`config.mk`:
```
export PLATFORM = sky130hd
export DESIGN_NAME = iterative_divider_flat
export DESIGN_NICKNAME = d
export VERILOG_FILES = /design/src/rtl/iterative_divider_pkg.sv /design/src/rtl/iterative_divider_if.sv /design/src/rtl/iterative_divider_radix_step.sv /design/src/rtl/iterative_divider.sv /design/src/flat_wrapper.sv
export SDC_FILE = /design/constraint.sdc
export NUM_CORES = 1
export LEC_CHECK = 0
export ABC_AREA = 1
export BUFFER_PORTS_ARGS = -buffer_cell sky130_fd_sc_hd__buf_2
export CORE_UTILIZATION = 45
export DETAILED_ROUTE_END_ITERATION = 12
export PLACE_DENSITY = 0.67
export SLEW_MARGIN = 20
export SYNTH_ARGS = -nofsm -noshare
export SYNTH_HDL_FRONTEND = slang
export SYNTH_SLANG_ARGS = --single-unit
```
`constraint.sdc`:
```
create_clock -name clock -period 23 [get_ports clock]
set_clock_uncertainty 0.05 [all_clocks]
set_input_delay 5.75 -clock clock [delete_from_list [all_inputs] [get_ports clock]]
set_output_delay 5.75 -clock clock [all_outputs]
set_load 0.1 [all_outputs]
```
`src/rtl/iterative_divider_pkg.sv`:
```
// Shared types for the iterative divider: FSM state encoding and request/response
// records at the core's native data width.
package divider_params;

    localparam int CPU_DATA_WIDTH = 32;

    typedef enum logic [1:0] {
        WAITING = 2'd0,
        LOAD    = 2'd1,
        DIVIDE  = 2'd2,
        RETURN  = 2'd3
    } State;

    typedef struct packed {
        logic                      is_signed;
        logic [CPU_DATA_WIDTH-1:0] dividend;
        logic [CPU_DATA_WIDTH-1:0] divisor;
    } DividerRequest;

    typedef struct packed {
        logic [CPU_DATA_WIDTH-1:0] quotient;
        logic [CPU_DATA_WIDTH-1:0] remainder;
        logic                      divide_by_zero;
    } DividerResponse;

endpackage

```
`src/rtl/iterative_divider_if.sv`:
```
// Request/response handshake bundle of the iterative divider; master is the issuing
// pipeline stage, slave is the divider.
interface iterative_divider_if #(
    parameter int DATA_WIDTH = divider_params::CPU_DATA_WIDTH
);
    logic                  in_valid;
    logic                  in_ready;
    logic                  in_signed;
    logic [DATA_WIDTH-1:0] in_dividend;
    logic [DATA_WIDTH-1:0] in_divisor;
    logic                  cancel;
    logic                  out_valid;
    logic                  out_ready;
    logic [DATA_WIDTH-1:0] out_quotient;
    logic [DATA_WIDTH-1:0] out_remainder;
    logic                  out_divide_by_zero;

    modport master (
        output in_valid, in_signed, in_dividend, in_divisor, cancel, out_ready,
        input  in_ready, out_valid, out_quotient, out_remainder, out_divide_by_zero
    );

    modport slave (
        input  in_valid, in_signed, in_dividend, in_divisor, cancel, out_ready,
        output in_ready, out_valid, out_quotient, out_remainder, out_divide_by_zero
    );
endinterface

```
`src/rtl/iterative_divider_radix_step.sv`:
```
// One combinational restoring-division step retiring BITS_PER_CYCLE quotient bits,
// most significant first.
module divider_radix_step #(
    parameter int DATA_WIDTH     = 32,
    parameter int BITS_PER_CYCLE = 1
) (
    input  logic [DATA_WIDTH-1:0]     partial_remainder,
    input  logic [BITS_PER_CYCLE-1:0] dividend_bits,
    input  logic [DATA_WIDTH-1:0]     divisor,
    output logic [DATA_WIDTH-1:0]     next_remainder,
    output logic [BITS_PER_CYCLE-1:0] quotient_bits
);
    // One extra bit so the shifted remainder never overflows before the compare.
    logic [DATA_WIDTH:0] rem_s;
    logic [DATA_WIDTH:0] trial_s;

    // Chain of shift / trial-subtract / restore stages.
    always_comb begin
        rem_s         = {1'b0, partial_remainder};
        trial_s       = '0;
        quotient_bits = '0;
        for (int i = BITS_PER_CYCLE - 1; i >= 0; i--) begin
            trial_s = {rem_s[DATA_WIDTH-1:0], dividend_bits[i]};
            if (trial_s >= {1'b0, divisor}) begin
                rem_s            = trial_s - {1'b0, divisor};
                quotient_bits[i] = 1'b1;
            end else begin
                rem_s            = trial_s;
                quotient_bits[i] = 1'b0;
            end
        end
        next_remainder = rem_s[DATA_WIDTH-1:0];
    end
endmodule

```
`src/rtl/iterative_divider.sv`:
```
// Multi-cycle signed/unsigned divider (MIPS DIV/DIVU semantics) with valid/ready on both sides.
// Define DIVIDER_EARLY_EXIT_EN to skip the dividend's leading zero digits.
module iterative_divider
    import divider_params::*;
#(
    parameter int DATA_WIDTH     = CPU_DATA_WIDTH,
    parameter int BITS_PER_CYCLE = 1
) (
    input  logic               clock,
    input  logic               reset,
    iterative_divider_if.slave bus
);
    localparam int ITERATIONS  = DATA_WIDTH / BITS_PER_CYCLE;
    localparam int COUNT_WIDTH = $clog2(ITERATIONS + 1);

    State                     state_r;
    State                     next_state_s;
    logic                     accept_s;
    logic                     signed_r;
    logic [DATA_WIDTH-1:0]    dividend_r;
    logic [DATA_WIDTH-1:0]    divisor_r;
    logic                     q_neg_r;
    logic                     r_neg_r;
    logic                     div_zero_r;
    logic [DATA_WIDTH-1:0]    work_r;
    logic [DATA_WIDTH-1:0]    rem_r;
    logic [DATA_WIDTH-1:0]    div_mag_r;
    logic [COUNT_WIDTH-1:0]   iter_r;
    logic                     in_ready_r;
    logic                     out_valid_r;
    logic [DATA_WIDTH-1:0]    quotient_r;
    logic [DATA_WIDTH-1:0]    remainder_r;
    logic                     divide_by_zero_r;

    logic                     a_neg_s;
    logic                     b_neg_s;
    logic [DATA_WIDTH-1:0]    a_mag_s;
    logic [DATA_WIDTH-1:0]    b_mag_s;
    int                       pre_shift_s;
    logic [COUNT_WIDTH-1:0]   load_iter_s;
    logic [DATA_WIDTH-1:0]    step_rem_s;
    logic [BITS_PER_CYCLE-1:0] step_q_s;
    logic [DATA_WIDTH-1:0]    result_q_s;
    logic [DATA_WIDTH-1:0]    result_r_s;

`ifdef DIVIDER_EARLY_EXIT_EN
    function automatic int leading_zeros(input logic [DATA_WIDTH-1:0] value);
        int count;
        count = DATA_WIDTH;
        for (int i = 0; i < DATA_WIDTH; i++) begin
            if (value[i]) begin
                count = DATA_WIDTH - 1 - i;
            end else begin
                count = count;
            end
        end
        return count;
    endfunction
`endif

    // Operand signs and magnitudes from the latched request.
    always_comb begin
        a_neg_s = signed_r & dividend_r[DATA_WIDTH-1];
        b_neg_s = signed_r & divisor_r[DATA_WIDTH-1];
        a_mag_s = a_neg_s ? -dividend_r : dividend_r;
        b_mag_s = b_neg_s ? -divisor_r : divisor_r;
    end

    // Iteration budget; early exit drops whole leading-zero digits of the dividend.
    always_comb begin
`ifdef DIVIDER_EARLY_EXIT_EN
        pre_shift_s = (leading_zeros(a_mag_s) / BITS_PER_CYCLE) * BITS_PER_CYCLE;
`else
        pre_shift_s = 32'sd0;
`endif
        load_iter_s = COUNT_WIDTH'((DATA_WIDTH - pre_shift_s) / BITS_PER_CYCLE);
    end

    divider_radix_step #(
        .DATA_WIDTH     (DATA_WIDTH),
        .BITS_PER_CYCLE (BITS_PER_CYCLE)
    ) u_step (
        .partial_remainder (rem_r),
        .dividend_bits     (work_r[DATA_WIDTH-1 -: BITS_PER_CYCLE]),
        .divisor           (div_mag_r),
        .next_remainder    (step_rem_s),
        .quotient_bits     (step_q_s)
    );

    // Next-state logic; cancel overrides every state including a pending accept.
    always_comb begin
        next_state_s = state_r;
        accept_s     = 1'b0;
        if (bus.cancel) begin
            next_state_s = WAITING;
        end else begin
            case (state_r)
                WAITING: begin
                    if (bus.in_valid && in_ready_r) begin
                        accept_s     = 1'b1;
                        next_state_s = LOAD;
                    end else begin
                        next_state_s = WAITING;
                    end
                end
                LOAD: begin
                    if ((divisor_r == '0) || (load_iter_s == '0)) begin
                        next_state_s = RETURN;
                    end else begin
                        next_state_s = DIVIDE;
                    end
                end
                DIVIDE: begin
                    if (iter_r == COUNT_WIDTH'(1)) begin
                        next_state_s = RETURN;
                    end else begin
                        next_state_s = DIVIDE;
                    end
                end
                RETURN: begin
                    if (out_valid_r && bus.out_ready) begin
                        next_state_s = WAITING;
                    end else begin
                        next_state_s = RETURN;
                    end
                end
                default: next_state_s = WAITING;
            endcase
        end
    end

    // State register.
    always_ff @(posedge clock or posedge reset) begin
        if (reset) begin
            state_r <= WAITING;
        end else begin
            state_r <= next_state_s;
        end
    end

    // Request capture on the input handshake.
    always_ff @(posedge clock or posedge reset) begin
        if (reset) begin
            signed_r   <= 1'b0;
            dividend_r <= '0;
            divisor_r  <= '0;
        end else if (accept_s) begin
            signed_r   <= bus.in_signed;
            dividend_r <= bus.in_dividend;
            divisor_r  <= bus.in_divisor;
        end
    end

    // work_r starts as the (pre-shifted) dividend magnitude and fills with quotient bits
    // from the bottom, so it holds the full quotient magnitude after the last step.
    always_ff @(posedge clock or posedge reset) begin
        if (reset) begin
            work_r     <= '0;
            rem_r      <= '0;
            div_mag_r  <= '0;
            iter_r     <= '0;
            q_neg_r    <= 1'b0;
            r_neg_r    <= 1'b0;
            div_zero_r <= 1'b0;
        end else if (state_r == LOAD) begin
            work_r     <= a_mag_s << pre_shift_s;
            rem_r      <= '0;
            div_mag_r  <= b_mag_s;
            iter_r     <= load_iter_s;
            q_neg_r    <= a_neg_s ^ b_neg_s;
            r_neg_r    <= a_neg_s;
            div_zero_r <= (divisor_r == '0);
        end else if (state_r == DIVIDE) begin
            work_r <= {work_r[DATA_WIDTH-BITS_PER_CYCLE-1:0], step_q_s};
            rem_r  <= step_rem_s;
            iter_r <= iter_r - COUNT_WIDTH'(1);
        end
    end

    // Signed fix-up; divide by zero reports the raw dividend as remainder.
    always_comb begin
        if (div_zero_r) begin
            result_q_s = '1;
            result_r_s = dividend_r;
        end else begin
            result_q_s = q_neg_r ? -work_r : work_r;
            result_r_s = r_neg_r ? -rem_r : rem_r;
        end
    end

    // Output registers; results survive cancel, only the valid flag is dropped.
    always_ff @(posedge clock or posedge reset) begin
        if (reset) begin
            in_ready_r       <= 1'b1;
            out_valid_r      <= 1'b0;
            quotient_r       <= '0;
            remainder_r      <= '0;
            divide_by_zero_r <= 1'b0;
        end else begin
            in_ready_r <= (next_state_s == WAITING);
            if (bus.cancel) begin
                out_valid_r <= 1'b0;
            end else if ((state_r == RETURN) && !out_valid_r) begin
                out_valid_r      <= 1'b1;
                quotient_r       <= result_q_s;
                remainder_r      <= result_r_s;
                divide_by_zero_r <= div_zero_r;
            end else if (out_valid_r && bus.out_ready) begin
                out_valid_r <= 1'b0;
            end
        end
    end

    assign bus.in_ready           = in_ready_r;
    assign bus.out_valid          = out_valid_r;
    assign bus.out_quotient       = quotient_r;
    assign bus.out_remainder      = remainder_r;
    assign bus.out_divide_by_zero = divide_by_zero_r;

endmodule

```
`src/flat_wrapper.sv`:
```
// flat-port wrapper written by rule: the top's interface ports become plain ports
module iterative_divider_flat import divider_params::*;
#(
    parameter int DATA_WIDTH     = CPU_DATA_WIDTH,
    parameter int BITS_PER_CYCLE = 1
)
  (clock, reset, bus_in_valid, bus_in_signed, bus_in_dividend, bus_in_divisor, bus_cancel, bus_out_ready, bus_in_ready, bus_out_valid, bus_out_quotient, bus_out_remainder, bus_out_divide_by_zero);
  iterative_divider_if #(.DATA_WIDTH(DATA_WIDTH)) bus_i ();
  input  logic clock;
  input  logic reset;
  input wire logic [$bits(bus_i.in_valid)-1:0] bus_in_valid;
  input wire logic [$bits(bus_i.in_signed)-1:0] bus_in_signed;
  input wire logic [$bits(bus_i.in_dividend)-1:0] bus_in_dividend;
  input wire logic [$bits(bus_i.in_divisor)-1:0] bus_in_divisor;
  input wire logic [$bits(bus_i.cancel)-1:0] bus_cancel;
  input wire logic [$bits(bus_i.out_ready)-1:0] bus_out_ready;
  output wire logic [$bits(bus_i.in_ready)-1:0] bus_in_ready;
  output wire logic [$bits(bus_i.out_valid)-1:0] bus_out_valid;
  output wire logic [$bits(bus_i.out_quotient)-1:0] bus_out_quotient;
  output wire logic [$bits(bus_i.out_remainder)-1:0] bus_out_remainder;
  output wire logic [$bits(bus_i.out_divide_by_zero)-1:0] bus_out_divide_by_zero;
  assign bus_i.in_valid = bus_in_valid;
  assign bus_i.in_signed = bus_in_signed;
  assign bus_i.in_dividend = bus_in_dividend;
  assign bus_i.in_divisor = bus_in_divisor;
  assign bus_i.cancel = bus_cancel;
  assign bus_i.out_ready = bus_out_ready;
  assign bus_in_ready = bus_i.in_ready;
  assign bus_out_valid = bus_i.out_valid;
  assign bus_out_quotient = bus_i.out_quotient;
  assign bus_out_remainder = bus_i.out_remainder;
  assign bus_out_divide_by_zero = bus_i.out_divide_by_zero;
  iterative_divider #(.DATA_WIDTH(DATA_WIDTH), .BITS_PER_CYCLE(BITS_PER_CYCLE)) u_core (.clock(clock), .reset(reset), .bus(bus_i));
endmodule
```
# Word level (Yosys, flattened, before mapping)
# Cells that the tools add are included.
totals:
  regBits: 239
  in_bits: 70
  output_inout_bits: 67
  elab_cells: 67
classes:
  addsub: 6
  magnitude_cmp: 1
  n_eq_ne: 4
  muxes: 26
  n_bitwise: 4
  n_reduce_logical: 10
ops:
  columns: ["cell", "n"]
  rows:
  - ["32-bit 2-to-1 mux", 11]
  - ["32-bit negation", 4]
  - ["33-bit by 32-bit >= comparator with 1-bit output", 1]
  - ["32-bit logical NOT", 1]
  - ["32-bit subtractor", 1]
  - ["6-bit 2-to-1 mux", 2]
  - ["1-bit 2-to-1 mux", 10]
  - ["2-bit case mux with 4 select lines", 1]
  - ["6-bit by 1-bit == test with 1-bit output, second input constant", 1]
  - ["6-bit by 1-bit subtractor with 6-bit output, second input constant", 1]
  - ["2-bit == test, second input constant", 2]
  - ["2-bit logical NOT", 2]
  - ["2-bit 2-to-1 mux", 2]
  - ["1-bit logical AND", 3]
  - ["3-bit nonzero test", 1]
  - ["1-bit AND", 2]
  - ["2-bit by 1-bit == test with 1-bit output, second input constant", 1]
  - ["2-bit AND reduction", 1]
  - ["2-bit nonzero test", 1]
  - ["1-bit logical NOT", 1]
  - ["1-bit NOT", 1]
  - ["1-bit XOR", 1]

# Longest topological paths before layout
# Gate-level depths: netlist of the first run.
depth:
  depth_word: 5
  mapped_depth: 16
  ltp_nobuf: 16

# By module
# A second synthesis of the first run with hierarchy kept.
hier_totals:
  cells_unflattened: 2437
  hier_area_um2: 16490.8
by_module_without_submodules:
  columns: ["mod", "instances", "cells_each", "area_per_inst_um2", "seq_area_each_um2"]
  rows:
  - ["iterative_divider", 1, 1785, 13307.8, 5982.0]
  - ["divider_radix_step", 1, 652, 3183.1, 0.0]

# Least setup slack after synthesis of the first run
# No wires, ideal clock.
synth_path:
  path_type: "input to register"
  startpoint: "input bus_cancel"
  endpoint: "register u_core.remainder_r[0] (netlist: u_core.bus.out_remainder[0])"
  setup_time_ps: 91
  arrival_ps: 6769
  t_required_ps: 22859
  path_slack_ps: 16090
  cell_stages: 7
  path_buffers: 2
  path_cell_list: "inv_1 -> nand3_1 -> nor2_1 -> inv_1 -> clkbuf_1 -> clkbuf_1 -> o221ai_1"
synth_via:
  elab_chain_len: 2
synth_rtl:
  columns: ["element", "line_no", "rtl"]
  rows:
  - ["start: declaration", "flat_wrapper.sv:15", "input wire logic [$bits(bus_i.cancel)-1:0] bus_cancel;"]
  - ["1-bit NOT (no line)", null, null]
  - ["2-bit AND reduction (no line)", null, null]
  - ["end signal: assignment", "iterative_divider.sv:206", "remainder_r <= result_r_s;"]
  - ["end: declaration", "iterative_divider.sv:32", "logic [DATA_WIDTH-1:0] remainder_r;"]
# No other way between the ends.
# A chain may end at the register's enable or synchronous reset.

# Final worst setup path of the first run
layout_path:
  startpoint: "register u_core.in_ready_r (netlist: u_core.bus.in_ready)"
  endpoint: "output bus_in_ready"
layout_lines:
  columns: ["element", "line_no", "rtl"]
  rows:
  - ["start: declaration", "iterative_divider.sv:29", "logic in_ready_r;"]
  - ["start signal: assignment", "iterative_divider.sv:200", "in_ready_r <= (next_state_s == WAITING);"]
  - ["end: declaration", "flat_wrapper.sv:17", "output wire logic [$bits(bus_i.in_ready)-1:0] bus_in_ready;"]
# No word-level cell between the ends.

==> results.md, run 1 <==
- Outcome: finished clean
- Layout cells sized above 1: between 10% and 20%
- WL per Instance: between 15 and 20 um
- Max_cap viols: 0
- Capture point of the worst reg-to-reg path: u_core.work_r[27]
- Diode count: 0
- GRT Overall Usage: a little over a quarter
- Initial drt markers: between 1k and 1.5k
- Clock root cell: clkbuf_16
- Startpoint Class: flip-flop
- Synth Flop Type: dfrtp_1
- Worst path max stage delay: ~0.53 ns
- IO Count: 137
- Routability cong.: 0.9913
- Worst-case clock buffer depth: 3
- Worst Hold Class: reg2reg
- Seq. cell area: 0.005982 mm2
- Synth Warn #: 0
- TritonCTS clock tree: done
- Final Max Slew Viols: 0
- Initial antenna violation count: 0
- Clock latency on the worst-skew pair: 0.57 ns
- Post-synthesis register bit count: 239
- Die width: around 190 um
- Final Hold Fails: 0
- Pre-antenna DRT Iters: 7
- Fmax: around 140 MHz
- Final Core Density: 51.56%
- Vias per cell: 5.312
- CP Class: reg2out
- Mapped Area: 0.01583 mm2
- Worst reg-to-reg path cell count: 8
- Area of the multi-input gates: 0.008257 mm2
- Dpl hpwl: roughly 37 mm
- Initial Util: 45.82%
- TritonCTS Sinks: 239
- Clock transition at path regs: 0.06 ns
- CTS buffer count: 29
- CTS Hold Bufs: 0
- Synthesis-to-layout area growth: 12.55%
- Worst Path Buf+Inv: 1
- DR DRC count: 0
- Gate Count Post-Synth: ~2.3k
- WHS Path Cells: 2
- Site Rows: between 60 and 70
- First-pass GRT wire length: 76.65 mm
- Setup TNS: 0 ns
- Tmin final: 7.315 ns
- Via count: 15.25k
- Finished Layout Cells: 2,871
- Vias in the first global route: 14.29k
- Routed wire length: 47.94 mm
- RSZ-0062 raised after global routing: false
- Total gr overflow: 0
- Avg Synthesized Cell Area: between 6 and 7 um2
- # setup viols final: 0
- Hold endpoint: u_core.div_mag_r[15]
- Tightest Pin Transition: about 1.1 ns
- Fill count: 3,535
- Tcrit/Tclk final: 31.80%
- Core ar.: 0.03454 mm2
- Distinct cell type count of the synthesized netlist: 51
- WP data required: between 15 and 20 ns
- Dpl cells: around 2.8k
- Crit path arrival time: 1.51 ns
- Hold WS: roughly 0.43 ns
- Nets: roughly 2.5k
- CP Capture Type: output pin
- Register area share after synthesis: 37.80%
- Slowest cell on crit path: dfstp_2
- Post-synth EDFFs: 0
- Hold path startpoint: u_core.div_mag_r[15]
- Remaining antenna violation count: 0
- Die area: ~0.036 mm2
- CP delay by family, top: flip-flops
- Reg2reg start: u_core.state_r[1]
- Synth Net Count: approximately 2.4k
- I/O Buffers: 136
- Ys async rst share: 100.0%
- Postcts setup bufs: 0
- Largest net degree at the start of global routing: roughly 120
- R2r setup slk: 19.34 ns
- Worst-path cell chain: buf_2
- Vert. Die Dim: 189.5 um
- H-tree depth: 1
- Cts repair resizes: 0
- Slew margin rel.: between 20% and 30%
- CP max FO: 2
area by class of cell:
class                      count  share of cell area (%)
clock inverter                 6                  0.3021
inverter                     343                   7.270
sequential                   239                   33.58
tap                          455                   3.196
multi-input combinational   1632                   46.35
clock buffer                  47                   4.903
timing repair buffer         149                   4.390
synthesized netlist by cell type (2+ instances only):
| master | n | area [um2] |
|---|---|---|
| nand2_1 | 649 | 2436 |
| inv_1 | 337 | 1265 |
| dfrtp_1 | 238 | 5956 |
| nor2_1 | 237 | 889.6 |
| nand3_1 | 194 | 970.9 |
| a21oi_1 | 105 | 525.5 |
| o21ai_0 | 81 | 405.4 |
| xor2_1 | 61 | 534.3 |
| clkbuf_1 | 50 | 187.7 |
| ha_1 | 43 | 538.0 |
| nand4_1 | 34 | 212.7 |
| nor3_1 | 31 | 155.2 |
| o221ai_1 | 29 | 254.0 |
| o22ai_1 | 24 | 150.1 |
| o21bai_1 | 20 | 150.1 |
| o211ai_1 | 15 | 112.6 |
| xnor2_1 | 14 | 122.6 |
| buf_1 | 11 | 41.29 |
| buf_2 | 11 | 55.05 |
| or2_2 | 10 | 62.56 |
| nand3b_1 | 9 | 67.56 |
| nor2_2 | 8 | 50.05 |
| o22a_1 | 8 | 70.07 |
| nand3_2 | 7 | 70.07 |
| mux2_2 | 6 | 67.56 |
| nand2_2 | 6 | 37.54 |
| o31ai_1 | 6 | 45.04 |
| nor4_1 | 5 | 31.28 |
| inv_2 | 4 | 15.01 |
| and2_1 | 3 | 18.77 |
| buf_6 | 3 | 33.78 |
| nor2_4 | 3 | 33.78 |
| o21a_1 | 3 | 22.52 |
| o21ai_1 | 3 | 15.01 |
| a21o_1 | 2 | 15.01 |
| a31oi_1 | 2 | 12.51 |
| clkinv_1 | 2 | 7.510 |
| o32a_1 | 2 | 20.02 |
sequential cells by signal (all words and copies together) (netlist names), 2 cells and up:
name	count
u_core.bus.out_quotient	32
u_core.bus.out_remainder	32
u_core.div_mag_r	32
u_core.dividend_r	32
u_core.divisor_r	32
u_core.rem_r	32
u_core.work_r	32
u_core.iter_r	6
u_core.state_r	2
cells in the final DEF (no fill, tap or decap), types with 14 or more instances in the layout:
master | netlist | final
xor2_1 | 61 | 61
inv_1 | 337 | 336
nand4_1 | 34 | 34
nand3_1 | 194 | 193
o21bai_1 | 20 | 20
dfrtp_1 | 238 | 238
xnor2_1 | 14 | 14
nand2_1 | 649 | 649
o21ai_0 | 81 | 81
nor3_1 | 31 | 31
clkbuf_16 | 0 | 29
nor2_1 | 237 | 235
ha_1 | 43 | 43
buf_2 | 11 | 136
o221ai_1 | 29 | 29
o211ai_1 | 15 | 15
o22ai_1 | 24 | 24
a21oi_1 | 105 | 105
how the worst max path moves through the flow:
stage / start / slack, ns / endpoint / depth (start not counted)
2_1_floorplan: reset / 10.64 / u_core.bus.out_divide_by_zero / 1
3_3_place_gp: bus_cancel / 15.24 / u_core.bus.out_quotient[5] / 10
3_5_place_dp: bus_cancel / 15.19 / u_core.bus.out_remainder[29] / 8
4_1_cts: u_core.bus.in_ready / 15.66 / bus_in_ready / 1
5_1_grt: bus_cancel / 15.50 / u_core.bus.out_remainder[26] / 8
6_report: u_core.bus.in_ready / 15.69 / bus_in_ready / 1
cells by family (layout without fill, tap and decap cells):
| logic type | count (synthesis) | in the layout | synth area share, % |
|---|---|---|---|
| flip-flops | 239 | 239 | 37.80 |
| buffers and inverters | 418 | 545 | 10.14 |
| AND/OR/NAND/NOR | 1201 | 1201 | 32.26 |
| adder cells (fa/ha/maj) | 44 | 44 | 3.526 |
| multiplexers | 7 | 7 | 0.4901 |
| AO/OA/AOI/OAI | 305 | 305 | 11.64 |
| XOR/XNOR | 75 | 75 | 4.151 |
routing by layer:
metal / global-route usage (%) / vias to the layer above / wire length (um)
met2: 41.12 / 503 / 20630
met4: 6.110 / 0 / 994
met1: 38.83 / 7119 / 22570
met5: 0 / - / 0
li1: - / 7563 / -
met3: 5.405 / 67 / 3747
per-stage QoR:
stage,area [um2],setup slack (ns)
6_report,17810,15.69
2_1_floorplan,15830,10.64
3_5_place_dp,16880,15.19
3_3_place_gp,16880,15.24
4_1_cts,17810,15.66
5_1_grt,17810,15.50
Power of run 1 is not shown: default switching activity piles up to over one toggle a cycle in this logic, so the estimate is an artifact.
==> inputs of run 2 (changes only) <==
--- a/config.mk
+++ b/config.mk
@@ -5,11 +5,11 @@
 export SDC_FILE = /design/constraint.sdc
 export NUM_CORES = 1
 export LEC_CHECK = 0
-export ABC_AREA = 1
+export ABC_AREA = 0
 export BUFFER_PORTS_ARGS = -buffer_cell sky130_fd_sc_hd__buf_2
 export CORE_UTILIZATION = 45
 export DETAILED_ROUTE_END_ITERATION = 12
-export PLACE_DENSITY = 0.67
+export PLACE_DENSITY = 0.7
 export SLEW_MARGIN = 20
 export SYNTH_ARGS = -nofsm -noshare
 export SYNTH_HDL_FRONTEND = slang
==> constraint.sdc (replaced) <==
create_clock -name clock -period 6.65 [get_ports clock]
set_clock_uncertainty 0.05 [all_clocks]
set_input_delay 1.6625 -clock clock [delete_from_list [all_inputs] [get_ports clock]]
set_output_delay 1.6625 -clock clock [all_outputs]
set_load 0.1 [all_outputs]
==> results.md, run 2 <==
- RSZ-0062 raised after global routing: false
- Dpl hpwl: 25.38 mm (-31%)
- Worst-path cell chain: ha_1 > nand2_1 > a211oi_1 > o21ai_0 > a2111oi_1 > o221ai_1 > a21oi_4 > buf_4 > mux2_2 > o22ai_1
- Fill count: 2,842 (-20%)
- GRT Overall Usage: 22.24% (-4.6 points)
- Post-synth top cells: dfrtp_1, a21oi_1, nor2_1, nand2_1
- Postcts setup bufs: 0 (unchanged)
- TritonCTS clock tree: done
- Remaining antenna violation count: 0 (unchanged)
- Slew margin rel.: 28.40% (-0.67 points)
- Routed wire length: 35.27 mm (-26%)
- Area share of the largest cell type after synthesis: 42.33% (+4.7 points)
- CP max FO: 30 (+28)
- Layout cells sized above 1: 18.37% (+8.2 points)
- CTS buffer count: 28 (-3.4%)
- Most frequent cells in the layout: dfrtp_1, a21oi_1, nor2_1
- Max_cap viols: 0 (unchanged)
- Startpoint Class: flip-flop
- Initial antenna violation count: 0 (unchanged)
- Clock root cell: clkbuf_16
- Final worst setup slack: 2.743 ns (-12.94 ns)
- Avg Synthesized Cell Area: 9.226 um2 (+33%)
- Final Hold Fails: 0 (unchanged)
- Clock latency on the worst-skew pair: 0.55 ns (-0.02 ns)
- Outcome: finished clean
- DR DRC count: 0 (unchanged)
- CTS Hold Bufs: 0 (unchanged)
- First-pass GRT wire length: 56.99 mm (-26%)
- Final Core Density: 52.13% (+0.56 points)
- Initial Util: 45.88% (+0.059 points)
- Synth area leader: dfrtp_1
- I/O Buffers: 136 (unchanged)
- Nets: 1,740 (-31%)
- Register area share after synthesis: 42.52% (+4.7 points)
- Distinct cell type count of the synthesized netlist: 67 (+31%)
- Worst Hold Class: reg2reg
- Total gr overflow: 0 (unchanged)
- Slowest cell on crit path: a2111oi_1
- GRT Max-Usage Layer: met2
- Vert. Die Dim: 178.8 um (-5.7%)
- Tmin final: 3.907 ns
- Routability cong.: 0.8585 (-13%)
- Die width: 178.8 um (-5.7%)
- IO Count: 137 (unchanged)
- Setup TNS: 0 ns (unchanged)
- Synth Net Count: 1,639 (-32%)
- Post-synthesis register bit count: 239 (unchanged)
- Gate Count Post-Synth: 1,525 (-33%)
- Worst-case clock buffer depth: 3 (unchanged)
- Tightest Pin Transition: 1.074 ns (+0.01117 ns)
- Vias in the first global route: 11.05k (-23%)
- Mapped Area: 0.01407 mm2 (-11%)
- Synth Flop Type: dfrtp_1
- Crit path arrival time: 4.32 ns (+2.81 ns)
- WL per Instance: 17.29 um (+3.5%)
- Synthesis-to-layout area growth: 13.62%
- Met1 Usage GRT: 30.79% (-8.0 points)
- GR Layer Usage met3: 2.841% (-2.6 points)
- Ys async rst share: 100.0% (unchanged)
- Die area: 0.03198 mm2 (-11%)
- Largest net degree at the start of global routing: 161 (+36%)
- Clock transition at path regs: 0.07 ns (about the same)
- Met2 GRT Util: 36.41% (-4.7 points)
- Via count: 11.40k (-25%)
- Tcrit/Tclk final: 58.76%
- Worst slack at placement: 2.800 ns (-12.39 ns)
- Top post-synthesis cells by area: dfrtp_1, mux2_2, a21oi_1
- Site Rows: 64 (-5.9%)
- H-tree depth: 1 (unchanged)
- Fmax: between 200 and 300 MHz
- CP delay by family, top: compound AO/OA/AOI/OAI gates
- CP Class: reg2reg
- Synth Warn #: 0 (unchanged)
- Cts repair resizes: 0 (unchanged)
- Commonest non-fill, non-tap cell in the layout: dfrtp_1
- TritonCTS Sinks: 239 (unchanged)
- # setup viols final: 0 (unchanged)
- Initial drt markers: 698 (-51%)
- Final Max Slew Viols: 0 (unchanged)
- Post-synth EDFFs: 0 (unchanged)
- Worst Path Buf+Inv: 1 (unchanged)
- WP data required: 7.06 ns (-10.14 ns)
- Top-count cell post-synth: dfrtp_1
- Pre-antenna DRT Iters: 5 (-2)
- Core ar.: 0.03067 mm2 (-11%)
- CP Capture Type: flip-flop
- Vias per cell: 5.589 (+5.2%)
- Worst path max stage delay: 0.68 ns (+0.15 ns)
- Diode count: 0 (unchanged)
==> run 2: routing by layer <==
metal | up-vias | wire length (um)
met5 | - | 0
met4 | 0 | 856
met3 | 59 | 1714
met2 | 291 | 16360
met1 | 5512 | 16340
li1 | 5539 | -
==> run 2: worst paths after layout <==
path | start | to | slack [ns] | depth (start not counted)
max reg2reg | u_core.rem_r[19] | u_core.rem_r[0] | 2.74 | 10
min in group asynchronous | reset | u_core.bus.out_quotient[21] | 1.16 | 3
max in group asynchronous | reset | u_core.rem_r[16] | 4.55 | 3
min reg2reg | u_core.bus.out_remainder[12] | u_core.bus.out_remainder[12] | 0.42 | 2
max | u_core.rem_r[19] | u_core.rem_r[0] | 2.74 | 10
min | u_core.bus.out_remainder[12] | u_core.bus.out_remainder[12] | 0.42 | 2
==> run 2: through the flow <==
step                hold slack, ns  cell area (um2)  instances
global route                0.4568            15990       2040
finish                      0.4249            15990       2040
floorplan                   0.4349            14070       1525
CTS                         0.4282            15960       2039
detailed placement          0.4156            15070       1991
global placement            0.4167            15070       1991
==> run 2: layout make-up <==
type                            count  area, um2  area share, %
Multi-Input combinational cell   1119       7480          46.79
Inverter                           91      345.3          2.160
Tap cell                          396      495.5          3.099
Timing Repair Buffer              147      795.8          4.978
Clock buffer                       38      768.2          4.806
Clock inverter                     10      118.9         0.7435
Sequential cell                   239       5983          37.43
==> run 2: cells by family after synthesis <==
family / Yosys count / share of synthesized area (%)
buffers and inverters: 167 / 4.526
AND/OR/NAND/NOR: 398 / 13.10
flip-flops: 239 / 42.52
adder cells (fa/ha/maj): 44 / 3.966
XOR/XNOR: 147 / 9.151
multiplexers: 122 / 9.489
AO/OA/AOI/OAI: 408 / 17.25
==> run 2: worst reg2reg max path, stage by stage, from the launching register on <==
cell	delay [ns]
dfrtp_1	0.45
ha_1	0.44
nand2_1	0.14
a211oi_1	0.22
o21ai_0	0.23
a2111oi_1	0.68
o221ai_1	0.32
a21oi_4	0.31
buf_4	0.48
mux2_2	0.41
o22ai_1	0.10
Power of run 2 is left out for the same reason.
